### src/rtl/cr_fifo_sched_pkg.sv
// rtl/cr_fifo_sched_pkg.sv - shared types and helpers for the FIFO round-robin read scheduler
package cr_fifo_sched_pkg;

   typedef enum logic {
      IDLE  = 1'b0,
      BURST = 1'b1
   } sched_state_t;

   // Widest flat head-word bus and widest single word the slicing helper handles.
   localparam int MAX_FLAT_BITS = 4096;
   localparam int MAX_WORD_BITS = 1024;

   // Return port p's word from a zero-extended flat vector; the caller truncates to its width.
   function automatic logic [MAX_WORD_BITS-1:0] slice_port(
      input logic [MAX_FLAT_BITS-1:0] flat,
      input int unsigned              p,
      input int unsigned              word_bits
   );
      logic [MAX_FLAT_BITS-1:0] shifted;
      shifted = flat >> (p * word_bits);
      return shifted[MAX_WORD_BITS-1:0];
   endfunction

endpackage

### src/rtl/cr_rr_pick.sv
// rtl/cr_rr_pick.sv - find first set request at or above a pointer, wrapping past the top
module cr_rr_pick #(
   parameter  int N_PORTS = 4,
   localparam int IDX_W   = $clog2(N_PORTS)
) (
   input  logic [N_PORTS-1:0] req,
   input  logic [IDX_W-1:0]   ptr,
   output logic [IDX_W-1:0]   gnt_idx,
   output logic               any
);

   // Scan from the farthest candidate down to ptr itself so the nearest request wins last.
   always_comb begin
      int unsigned idx;
      gnt_idx = '0;
      any     = 1'b0;
      idx     = 0;
      for (int i = N_PORTS - 1; i >= 0; i--) begin
         idx = 32'(ptr) + 32'(i);
         if (idx >= 32'(N_PORTS)) begin
            idx = idx - 32'(N_PORTS);
         end
         if (req[idx[IDX_W-1:0]]) begin
            gnt_idx = idx[IDX_W-1:0];
            any     = 1'b1;
         end
      end
   end

endmodule

### src/rtl/cr_fifo_rr_sched.sv
// rtl/cr_fifo_rr_sched.sv - round-robin burst reader draining N FWFT FIFOs into one output stream
module cr_fifo_rr_sched #(
   parameter  int N_PORTS     = 4,
   parameter  int N_DATA_BITS = 64,
   parameter  int N_BURST     = 4,
   localparam int IDX_W       = $clog2(N_PORTS),
   localparam int CNT_W       = $clog2(N_BURST) + 1
) (
   input  logic                           clk,
   input  logic                           rst,
   input  logic                           enable,
   input  logic [N_PORTS-1:0]             fifo_empty,
   input  logic [N_PORTS*N_DATA_BITS-1:0] fifo_rdata,
   output logic [N_PORTS-1:0]             fifo_ren,
   output logic                           out_valid,
   output logic [N_DATA_BITS-1:0]         out_data,
   output logic [IDX_W-1:0]               out_src,
   input  logic                           out_ready,
   output logic                           busy
);

   import cr_fifo_sched_pkg::*;

   sched_state_t             state;
   logic [IDX_W-1:0]         grant;
   logic [IDX_W-1:0]         rr_ptr;
   logic [CNT_W-1:0]         burst_cnt;

   logic [IDX_W-1:0]         pick_idx;
   logic                     pick_any;
   logic [IDX_W-1:0]         next_ptr;
   logic                     can_load;
   logic                     head_empty;
   logic                     pop;
   logic                     last_pop;
   logic [MAX_FLAT_BITS-1:0] rdata_ext;
   logic [N_DATA_BITS-1:0]   head_word;

   cr_rr_pick #(
      .N_PORTS (N_PORTS)
   ) u_pick (
      .req     (~fifo_empty),
      .ptr     (rr_ptr),
      .gnt_idx (pick_idx),
      .any     (pick_any)
   );

   // The output slot can take a new word when it is empty or being drained this cycle.
   assign can_load   = ~out_valid | out_ready;
   assign head_empty = fifo_empty[grant];
   assign pop        = (state == BURST) & enable & ~head_empty & can_load;
   assign last_pop   = (burst_cnt + CNT_W'(1)) == CNT_W'(N_BURST);
   assign next_ptr   = (grant == IDX_W'(N_PORTS - 1)) ? '0 : grant + IDX_W'(1);
   assign busy       = (state != IDLE) | out_valid;

   assign rdata_ext  = MAX_FLAT_BITS'(fifo_rdata);
   assign head_word  = N_DATA_BITS'(slice_port(rdata_ext, 32'(grant), 32'(N_DATA_BITS)));

   // Pop strobe goes only to the granted FIFO.
   always_comb begin
      fifo_ren = '0;
      for (int p = 0; p < N_PORTS; p++) begin
         fifo_ren[p] = pop & (grant == IDX_W'(p));
      end
   end

   // Grant state machine: pick in IDLE, pop up to N_BURST words in BURST, rotate on exit.
   always_ff @(posedge clk or posedge rst) begin
      if (rst) begin
         state     <= IDLE;
         grant     <= '0;
         rr_ptr    <= '0;
         burst_cnt <= '0;
      end else begin
         case (state)
            IDLE: begin
               if (enable && pick_any) begin
                  grant     <= pick_idx;
                  burst_cnt <= '0;
                  state     <= BURST;
               end
            end
            BURST: begin
               if (pop) begin
                  burst_cnt <= burst_cnt + CNT_W'(1);
                  if (last_pop) begin
                     state  <= IDLE;
                     rr_ptr <= next_ptr;
                  end
               end else if (!enable || head_empty) begin
                  // A stall purely from a full output slot keeps the grant.
                  state  <= IDLE;
                  rr_ptr <= next_ptr;
               end
            end
            default: state <= IDLE;
         endcase
      end
   end

   // Output register: load on pop, clear once accepted, otherwise hold.
   always_ff @(posedge clk or posedge rst) begin
      if (rst) begin
         out_valid <= 1'b0;
         out_data  <= '0;
         out_src   <= '0;
      end else if (pop) begin
         out_valid <= 1'b1;
         out_data  <= head_word;
         out_src   <= grant;
      end else if (out_valid && out_ready) begin
         out_valid <= 1'b0;
      end
   end

endmodule

### config.mk
export PLATFORM = sky130hd
export DESIGN_NAME = cr_fifo_rr_sched
export DESIGN_NICKNAME = d
export VERILOG_FILES = /design/src/rtl/cr_fifo_sched_pkg.sv /design/src/rtl/cr_rr_pick.sv /design/src/rtl/cr_fifo_rr_sched.sv
export SDC_FILE = /design/constraint.sdc
export NUM_CORES = 1
export LEC_CHECK = 0
export ABC_AREA = 1
export BUFFER_PORTS_ARGS = -buffer_cell sky130_fd_sc_hd__buf_2
export CAP_MARGIN = 10
export CORE_AREA = 2 2 132 134
export CTS_CLUSTER_DIAMETER = 100
export DETAILED_ROUTE_END_ITERATION = 6
export DIE_AREA = 0 0 134 136
export PLACE_DENSITY_LB_ADDON = 0.08
export SLEW_MARGIN = 20
export SYNTH_ARGS = -nofsm -noshare
export SYNTH_HDL_FRONTEND = slang
export SYNTH_SLANG_ARGS = --single-unit
### constraint.sdc
create_clock -name clk -period 2 [get_ports clk]
set_input_delay 0.1 -clock clk [delete_from_list [all_inputs] [get_ports clk]]
set_output_delay 0.1 -clock clk [all_outputs]
set_load 0.05 [all_outputs]
==> results of run 1 <==
==> metal layers <==
metal / wire length, um / vias up
li1: - / 3137
met1: 7995 / 2756
met2: 9937 / 247
met3: 1401 / 17
met4: 231 / 0
met5: 0 / -
==> flip-flops by register name, summed over array words and instances, names as in the netlist <==
name	count
burst_cnt	3
grant	2
out_data	64
out_src	2
out_valid	1
rr_ptr	2
state	1
==> cells by family after synthesis <==
kind of cell    count (synthesis)  synth area share, %
fa+ha+maj                       6                1.517
buf+inv                        80                7.435
simple gates                  398                30.85
compound gates                204                22.26
flops                          75                37.94
==> cell usage in the layout, fill, tap and decap left out <==
cell	count
inv_1	17
dfrtp_2	1
clkinv_1	1
dlygate4sd3_1	1
nor2_1	137
clkbuf_4	1
and2_1	2
clkinv_2	1
clkbuf_16	10
buf_6	1
dfrtp_1	73
inv_4	1
nand3_1	15
o21ai_0	140
buf_2	334
buf_16	1
buf_12	2
or2_2	1
nand2_1	242
ha_1	6
inv_2	2
nand3_4	1
o22ai_1	64
clkbuf_8	3
bufinv_16	3
buf_4	16
dfrtp_4	1
clkinvlp_4	1
==> layout make-up <==
type | count | area share, %
Sequential cell | 75 | 26.00
Tap cell | 225 | 3.890
Multi-Input combinational cell | 608 | 37.45
Timing Repair Buffer | 357 | 26.43
Clock inverter | 4 | 1.314
Clock buffer | 12 | 3.683
Inverter | 22 | 1.228
==> power groups by stage <==
| stage | clock, mW | sequential [mW] | combinational (mW) |
|---|---|---|---|
| floorplan | 0 | 4.66 | 3.44 |
| global placement | 0 | 2.62 | 7.58 |
| detailed placement | 0 | 2.61 | 7.54 |
| CTS | 2.00 | 2.62 | 7.56 |
| global route | 2.06 | 2.70 | 8.36 |
| finish | 1.95 | 2.60 | 7.63 |
==> tightest hold or removal path, delay by kind of cell <==
family                 cells  cell delay [ns]
and+or+nand+nor            2             0.21
buffers and inverters      1             0.07
==> worst paths after layout <==
check                                               from                  endpoint  cells past startpoint
max in group asynchronous                            rst  out_data[20]$_DFFE_PP0P_                      4
worst max register to register      grant[1]$_DFFE_PP0P_  out_data[63]$_DFFE_PP0P_                      7
min in group asynchronous                            rst  out_data[62]$_DFFE_PP0P_                      3
worst min register to register  out_data[37]$_DFFE_PP0P_  out_data[37]$_DFFE_PP0P_                      2
worst max-delay path                grant[1]$_DFFE_PP0P_               fifo_ren[2]                      5
worst min-delay path                           out_ready     out_valid$_DFFE_PP0P_                      3
==> what timing repair did <==
| action | in CTS | in global routing |
|---|---|---|
| cloned | 0 | 1 |
| hold endpoints to repair | 12 | 0 |
| endpoints found under the setup margin | 1 | 2 |
| resized for setup | 1 | 2 |
| hold buffers | 1 | 0 |
==> per-stage QoR <==
stage | utilization (%) | instances | area [sq um] | total power, mW | worst slack [ns]
CTS | 42.68 | 1302 | 7202 | 12.17 | 0.04088
detailed placement | 40.45 | 1285 | 6827 | 10.15 | 0.3108
finish | 42.88 | 1303 | 7237 | 12.18 | 0.1008
global placement | 40.45 | 1285 | 6827 | 10.20 | 0.2465
floorplan | - | 763 | 4951 | 8.105 | 0.1153
global route | 42.88 | 1303 | 7237 | 13.12 | 0.001543
==> metrics.txt, run 1 <==
outcome=complete, no violations; largest net degree at the start of global routing=96; vias in the first global route=5732; Total Routing Usage GR=20.24%; fraction of layout cells with a size suffix above 1=around a third; delay-heaviest family, CP=buffers and inverters; Routed WL=19.57 mm; Hold Crit Class=primary input to flip-flop; Synth area leaders=dfrtp_1 38%, nand2_1 18%, o21ai_0 14%; first-pass GRT wire length=29.10 mm; gr ovfl total=0; via-per-instance ratio=4.725; Seq cells post-synth=75; register area share after synthesis=37.94%; Die Footprint=approximately 0.018 sq mm; sequential share of power=a little over a fifth; Synth Warn #=0; Clock Root Buffer=clkbuf_16; critical path type=flip-flop to output pin; endpoint class of the critical path=output pin; Slew @ Worst Pin=0.6591 ns; Mapped Area=0.004947 sq mm; Worst Setup Start Kind=flip-flop; commonest register cell after synthesis=dfrtp_1; core area=0.01688 sq mm; DR pass1 iterations=4; Post-synth top cells=242 x nand2_1, 140 x o21ai_0, 137 x nor2_1; htree depth=3; leading area contributor after synthesis=dfrtp_1; met3 usage=4.549%; Site Rows=48; crit path buf inv count=3; grt met2 use=37.92%; initial antenna violation count=0; Setup Buffers After CTS=0; post-route ant nets=0; Max Root-Sink Buffers=2; Pwr Density=between 1500 and 2000 mW/mm^2; Async S/R FF share, synth=100.0%; Post-synth EDFFs=0; I/O Buffers=335; switching power of the nets=6.564 mW; Mapped Cells=~760; # diodes=0; Clk network pwr share=16.0%; synth unique cells=18; setup TNS=0 ns; Leakage=approximately 4 nW; met1 Use GR=between 20% and 30%; Max-slew headroom=56.06%; R2R Setup Slk=0.29 ns; Clock Skews=0.005457 ns; slowest CP cell=buf_4; Inserted Clock Buffers=9; worst path required time=around 1.9 ns; worst skew pair latency=0.33 ns; drc violations=0; Final #Nets=1343; Syn Nets=1033; crit path DAT=1.80 ns; Min Hold Slack=0.09315 ns; wire per inst=15.02 um; Starting DRT DRC Count=269; DR vias=6157; RSZ-0062 raised after global routing=false; syn avg cell area=6.484 sq um; CTS tree=done; sequential cell area=0.001882 sq mm; CP max stage delay=0.45 ns; most frequent cell after synthesis=nand2_1; Finish-stage setup viols=0; number of fillers in the final layout=approximately 1900; Max Clk Rate=about 530 MHz; Net Sw Frac=53.88%; CP max FO=50; Tcrit/Tclk final=94.96%; CP cell instances=buf_4 -> ha_1 -> inv_1 -> nor2_1 -> buf_2; Max-Cap Viols=0; Clock Sinks=75; multi-input logic area=0.002710 sq mm; P&R area growth vs syn=46.28%; Pint=5.619 mW; Ports=336; Final Hold Viols=0; share of the synthesized area in the top cell type=37.94%; Logic pwr share=62.6%; Clock transition at path regs=around 0.060 ns; Die X=134 um; min Tclk post-route=1.899 ns; peak supply drop=between 0.6 and 0.7 mV; Final Max Tran Viols=0; DP HPWL=roughly 15 mm; most used routing layer=met2; die height=136 um; gpl congestion=0.8096; starting density of the core=29.31%
Note: power is estimated with default switching activity, not from simulation.
==> run 2: changes to the inputs <==
--- a/config.mk
+++ b/config.mk
@@ -16,4 +16,5 @@
 export SLEW_MARGIN = 20
 export SYNTH_ARGS = -nofsm -noshare
 export SYNTH_HDL_FRONTEND = slang
+export SYNTH_HIERARCHICAL = 1
 export SYNTH_SLANG_ARGS = --single-unit
==> metrics.txt, run 2 <==
DR pass1 iterations=4 (unchanged); Die X=134 um (unchanged); Hold EP=out_data[22]$_DFFE_PP0P_ (was out_valid$_DFFE_PP0P_); initial antenna violation count=2 (was 0); Mapped Area=0.005057 sq mm (was 0.004947 sq mm); Seq cells post-synth=75 (unchanged); multi-input logic area=0.002560 sq mm (was 0.002710 sq mm); via-per-instance ratio=4.660 (was 4.725); DP HPWL=14.18 mm (was 14.60 mm); Logic pwr share=66.4% (was 62.6%); vias in the first global route=5808 (was 5732); Hold Path Cell Cnt=5 (was 3); Synth Warn #=6 (was 0); Clock Skews=0.004036 ns (was 0.005457 ns); Post-synth EDFFs=0 (unchanged); Site Rows=48 (unchanged); R2R Setup Slk=0.21 ns (was 0.29 ns); CTS tree=done (unchanged); Worst Setup Start Kind=flip-flop (unchanged); Die Footprint=0.01822 sq mm (unchanged); Max Root-Sink Buffers=2 (unchanged); most frequent cell after synthesis=nor2_1 (was nand2_1); Tcrit/Tclk final=95.31% (was 94.96%); Top reg by flops=out_data (unchanged); Hold Crit Class=primary input to flip-flop (unchanged); htree depth=3 (unchanged); peak supply drop=0.8364 mV (was 0.6377 mV); I/O Buffers=335 (unchanged); Clock transition at path regs=0.06 ns (about the same); Final Hold Viols=0 (unchanged); Regs by FF count=out_data: 64 flops, burst_cnt: 3 flops (unchanged); RSZ-0062 raised after global routing=false (unchanged); first-pass GRT wire length=29.33 mm (was 29.10 mm); outcome=complete, no violations (unchanged); Clock Root Buffer=clkbuf_16 (unchanged); worst skew pair latency=0.33 ns (about the same); min Tclk post-route=1.906 ns (was 1.899 ns); Routed WL=18.88 mm (was 19.57 mm); Async S/R FF share, synth=100.0% (unchanged); sequential cell area=0.001882 sq mm (unchanged); Final Max Tran Viols=0 (unchanged); Finish-stage setup viols=0 (unchanged); Total Routing Usage GR=20.42% (was 20.24%); fraction of layout cells with a size suffix above 1=36.23% (was 35.25%); commonest register cell after synthesis=dfrtp_1 (unchanged); core area=0.01688 sq mm (unchanged); die height=136 um (unchanged); P&R area growth vs syn=43.89% (was 46.28%); leading area contributor after synthesis=dfrtp_1 (unchanged); number of fillers in the final layout=1798 (was 1881); Pwr Density=1688 mW/mm^2 (was 1683 mW/mm^2); Max Clk Rate=524.6 MHz (was 526.5 MHz); largest net degree at the start of global routing=70 (was 96); Min Hold Slack=0.1442 ns (was 0.09315 ns); Synth area leaders=dfrtp_1 37%, o21ai_0 13%, nor2_1 10% (was dfrtp_1 38%, nand2_1 18%, o21ai_0 14%); Max-slew headroom=58.92% (was 56.06%); Syn Nets=1028 (was 1033); starting density of the core=29.97% (was 29.31%); share of the synthesized area in the top cell type=37.11% (was 37.94%); critical path type=flip-flop to output pin (unchanged); Inserted Clock Buffers=9 (unchanged); Pint=5.465 mW (was 5.619 mW); drc violations=0 (unchanged); syn avg cell area=6.672 sq um (was 6.484 sq um); max reg flops=64 (unchanged); Ports=336 (unchanged); worst r2r src=grant[0]$_DFFE_PP0P_ (was grant[1]$_DFFE_PP0P_); hold_sp=fifo_rdata[22] (was out_ready); Clock Sinks=75 (unchanged); cells on worst reg2reg path=5 (was 7); Slew @ Worst Pin=0.6161 ns (was 0.6591 ns); Critical Path Source=grant[0]$_DFFE_PP0P_ (was grant[1]$_DFFE_PP0P_); Leakage=3.953 nW (was 3.989 nW); Mapped Cells=758 (was 763); most frequent cells in the layout=333 x buf_2, 138 x nor2_1, 134 x o21ai_0 (was 334 x buf_2, 242 x nand2_1, 140 x o21ai_0); Starting DRT DRC Count=224 (was 269); Max-Cap Viols=0 (unchanged); sequential share of power=21.3% (was 21.4%); R2R Path End=out_data[40]$_DFFE_PP0P_ (was out_data[63]$_DFFE_PP0P_); gpl congestion=0.7983 (was 0.8096); commonest non-fill, non-tap cell in the layout=buf_2 (unchanged); gr ovfl total=0 (unchanged); wire per inst=14.54 um (was 15.02 um); worst path required time=1.90 ns (about the same); switching power of the nets=6.815 mW (was 6.564 mW); CP max FO=63 (was 50); Final #Nets=1336 (was 1343); synth unique cells=25 (was 18); Post-synth top cells=138 x nor2_1, 134 x o21ai_0, 94 x nand2_1 (was 242 x nand2_1, 140 x o21ai_0, 137 x nor2_1); endpoint class of the critical path=output pin (unchanged); post-route ant nets=0 (unchanged); setup TNS=0 ns (unchanged); DR vias=6049 (was 6157); register area share after synthesis=37.11% (was 37.94%); crit path DAT=1.81 ns (was 1.80 ns); Net Sw Frac=55.50% (was 53.88%); Clk network pwr share=12.4% (was 16.0%)
==> run 2: how the worst max path moves through the flow <==
stage / to / slack [ns] / cells past startpoint
3_5_place_dp: out_data[40]$_DFFE_PP0P_ / 0.20 / 5
2_1_floorplan: fifo_ren[0] / 0.02 / 7
4_1_cts: fifo_ren[1] / 0.04 / 6
3_3_place_gp: out_data[40]$_DFFE_PP0P_ / 0.17 / 5
6_report: fifo_ren[0] / 0.09 / 6
5_1_grt: fifo_ren[0] / 0.01 / 6
==> run 2: stage by stage <==
stage | cell area [sq um] | worst slack, ns | instances | util (%) | total power, mW
after floorplan | 5061 | 0.01869 | 758 | - | 8.644
after detailed placement | 6939 | 0.1953 | 1276 | 41.12 | 10.78
after CTS | 7237 | 0.04273 | 1294 | 42.88 | 12.39
final | 7277 | 0.09380 | 1298 | 43.12 | 12.28
after global placement | 6939 | 0.1715 | 1276 | 41.12 | 10.80
after global routing | 7274 | 0.01206 | 1297 | 43.11 | 13.41
==> run 2: power groups by stage <==
stage                     sequential (mW)  combinational [mW]  clock (mW)
final                                2.61                8.15        1.52
after global routing                 2.70                9.06        1.64
after CTS                            2.61                8.20        1.58
after detailed placement             2.62                8.16           0
after global placement               2.62                8.18           0
after floorplan                      4.66                3.98           0
==> run 2: critical path: stages (launching register included) <==
cell     delay, ns
dfrtp_4       0.51
inv_4         0.12
buf_16        0.23
ha_1          0.19
inv_1         0.04
nor2_1        0.08
buf_2         0.26
==> run 2: routing by layer <==
| metal | part of all wire (%) | global-route usage, % |
|---|---|---|
| met1 | 41 | 24.66 |
| met2 | 50 | 35.53 |
| met3 | 7.6 | 5.295 |
| met4 | 1.6 | 6.560 |
| met5 | 0 | 0 |
==> run 2: final cells by class <==
type                       count  area share [%]
clock inverter                 2          0.1376
sequential                    75           25.86
antenna                        2         0.06878
multi-input combinational    534           35.18
tap                          225           3.869
clock buffer                  14           3.628
timing repair buffer         354           26.39
inverter                      92           4.866
==> run 2: timing repair <==
| item | CTS | global route |
|---|---|---|
| hold buffers | 1 | 0 |
| endpoints found under the hold margin | 47 | 0 |
| pin swaps | 0 | 0 |
| endpoints found under the setup margin | 4 | 4 |
| cloned | 1 | 0 |
| gates resized for setup | 1 | 6 |
| setup buffers | 0 | 2 |
==> run 2: cells by family (layout without fill, tap and decap cells) <==
kind of cell               after synthesis  after routing  share of synthesized area (%)
other                                    0              2                              0
AOI/OAI and AO/OA                      268            268                          28.43
adders and majority gates                6              6                          1.484
buffers and inverters                  150            462                          12.62
DFF                                     75             75                          37.11
and+or+nand+nor                        259            260                          20.36
==> run 3: changes to the inputs <==
--- a/config.mk
+++ b/config.mk
@@ -8,10 +8,13 @@
 export ABC_AREA = 1
 export BUFFER_PORTS_ARGS = -buffer_cell sky130_fd_sc_hd__buf_2
 export CAP_MARGIN = 10
-export CORE_AREA = 2 2 132 134
+export CELL_PAD_IN_SITES_DETAIL_PLACEMENT = 0
+export CELL_PAD_IN_SITES_GLOBAL_PLACEMENT = 1
+export CORE_ASPECT_RATIO = 1.75
+export CORE_MARGIN = 1.5
+export CORE_UTILIZATION = 25
 export CTS_CLUSTER_DIAMETER = 100
 export DETAILED_ROUTE_END_ITERATION = 6
-export DIE_AREA = 0 0 134 136
 export PLACE_DENSITY_LB_ADDON = 0.08
 export SLEW_MARGIN = 20
 export SYNTH_ARGS = -nofsm -noshare
==> metrics.txt, run 3 (same netlist as run 2, synthesis figures left out) <==
DR vias=6103 (was 6049); Max-slew headroom=68.76% (was 58.92%); crit path DAT=1.76 ns (was 1.81 ns); Finish-stage setup viols=0 (unchanged); Clock Root Buffer=clkbuf_16 (unchanged); fraction of layout cells with a size suffix above 1=36.11% (was 36.23%); starting density of the core=25.62% (was 29.97%); first-pass GRT wire length=31.84 mm (was 29.33 mm); Max Clk Rate=537.7 MHz (was 524.6 MHz); via-per-instance ratio=4.641 (was 4.660); CP max FO=37 (was 63); Total Routing Usage GR=18.96% (was 20.42%); Routed WL=20.93 mm (was 18.88 mm); DR pass1 iterations=5 (was 4); initial antenna violation count=1 (was 2); Max-Cap Viols=0 (unchanged); htree depth=3 (unchanged); peak supply drop=0.6436 mV (was 0.8364 mV); critical path type=flip-flop to output pin (unchanged); Final #Nets=1334 (was 1336); gr ovfl total=0 (unchanged); Worst Setup Start Kind=flip-flop (unchanged); drc violations=0 (unchanged); min Tclk post-route=1.860 ns (was 1.906 ns); Max Root-Sink Buffers=2 (unchanged); Hold Crit Class=primary input to flip-flop (unchanged); number of fillers in the final layout=2264 (was 1798); commonest non-fill, non-tap cell in the layout=buf_2 (unchanged); Ports=336 (unchanged); Inserted Clock Buffers=9 (unchanged); Die Footprint=0.02112 sq mm (was 0.01822 sq mm); setup TNS=0 ns (unchanged); Clock Sinks=75 (unchanged); RSZ-0062 raised after global routing=false (unchanged); max reg flops=64 (unchanged); Leakage=3.955 nW (was 3.953 nW); Starting DRT DRC Count=216 (was 224); CTS tree=done (unchanged); slowest CP cell=dfrtp_4 (unchanged); DP Worst Slack=0.2451 ns (was 0.1953 ns); vias in the first global route=6093 (was 5808); Site Rows=68 (was 48); Setup WS post-layout=0.1404 ns (was 0.09380 ns); largest net degree at the start of global routing=95 (was 70); worst skew pair latency=0.33 ns (about the same); Pwr Density=1701 mW/mm^2 (was 1688 mW/mm^2); Clock transition at path regs=0.06 ns (about the same); die height=191.2 um (was 136 um); Top reg by flops=out_data (unchanged); CP cell instances=buf_4 -> ha_1 -> inv_1 -> nor2_1 -> clkbuf_4 (was inv_4 -> buf_16 -> ha_1 -> inv_1 -> nor2_1 -> buf_2); core area=0.01974 sq mm (was 0.01688 sq mm); post-route ant nets=0 (unchanged); Final Hold Viols=0 (unchanged); Clock Skews=0.005732 ns (was 0.004036 ns); Tcrit/Tclk final=92.98% (was 95.31%); CP max stage delay=0.45 ns (was 0.51 ns); Die X=110.5 um (was 134 um); worst path required time=1.90 ns (about the same); P&R area growth vs syn=44.71% (was 43.89%); Final Max Tran Viols=0 (unchanged); DP HPWL=15.46 mm (was 14.18 mm); wire per inst=15.92 um (was 14.54 um); Util after Layout=37.08% (was 43.12%); Regs by FF count=out_data: 64 flops, burst_cnt: 3 flops (unchanged); outcome=complete, no violations (unchanged); I/O Buffers=335 (unchanged); most frequent cells in the layout=331 x buf_2, 138 x nor2_1, 134 x o21ai_0 (was 333 x buf_2, 138 x nor2_1, 134 x o21ai_0); Slew @ Worst Pin=0.4685 ns (was 0.6161 ns); gpl congestion=0.7686 (was 0.7983); endpoint class of the critical path=output pin (unchanged)
run 3: final cells by class:
cell class | count | area, sq um | share of cell area, %
tap | 245 | 306.5 | 4.189
clock inverter | 3 | 15.01 | 0.2052
inverter | 92 | 352.8 | 4.821
timing repair buffer | 352 | 1949 | 26.64
antenna | 1 | 2.502 | 0.03419
clock buffer | 13 | 250.2 | 3.419
sequential | 75 | 1882 | 25.71
multi-input combinational | 534 | 2560 | 34.98
run 3: through the flow:
step / cells / area [sq um] / power [mW] / hold slack [ns]
2_1_floorplan: 758 / 5061 / 8.644 / 0.3012
3_3_place_gp: 1294 / 6973 / 10.96 / 0.2506
3_5_place_dp: 1294 / 6973 / 10.95 / 0.2535
4_1_cts: 1312 / 7267 / 12.54 / 0.1356
5_1_grt: 1315 / 7318 / 13.57 / 0.1794
6_report: 1315 / 7318 / 12.45 / 0.1536
run 3: where the power goes:
part	switching (mW)	total, mW	internal, mW	leakage, nW
registers	0.406	2.61	2.20	0.946
logic	5.92	8.35	2.43	2.88
clock network	0.619	1.49	0.869	0.133
run 3: layer usage:
layer | global-route usage, % | vias up | wire length [um]
met1 | 20.09 | 2761 | 7858
met3 | 4.788 | 19 | 1258
met5 | 0 | - | 0
li1 | - | 3112 | -
met2 | 36.25 | 211 | 11390
met4 | 6.213 | 0 | 426
run 3: final timing paths:
kind | startpoint | to | slack, ns | cells after the start
max in group asynchronous | rst | grant[0]$_DFFE_PP0P_ | 1.15 | 4
hold / removal | fifo_rdata[18] | out_data[18]$_DFFE_PP0P_ | 0.15 | 5
min in group asynchronous | rst | out_data[52]$_DFFE_PP0P_ | 0.41 | 4
setup / recovery | grant[0]$_DFFE_PP0P_ | fifo_ren[3] | 0.14 | 5
hold reg to reg | out_data[35]$_DFFE_PP0P_ | out_data[35]$_DFFE_PP0P_ | 0.48 | 2
setup reg to reg | grant[0]$_DFFE_PP0P_ | out_data[42]$_DFFE_PP0P_ | 0.25 | 9
run 3: critical path: cells and delay by family (launching register included):
kind                       cells  cell delay (ns)
buffers and inverters          3             0.64
DFF                            1             0.45
adders and majority gates      1             0.24
and+or+nand+nor                1             0.09
run 3: repair_timing:
| action | 4_1_cts | 5_1_grt |
|---|---|---|
| resized for setup | 3 | 4 |
| hold buffers | 1 | 0 |
| setup buffers | 0 | 1 |
| hold endpoints to repair | 75 | 0 |
| endpoints found under the setup margin | 4 | 4 |
| cloned | 1 | 1 |
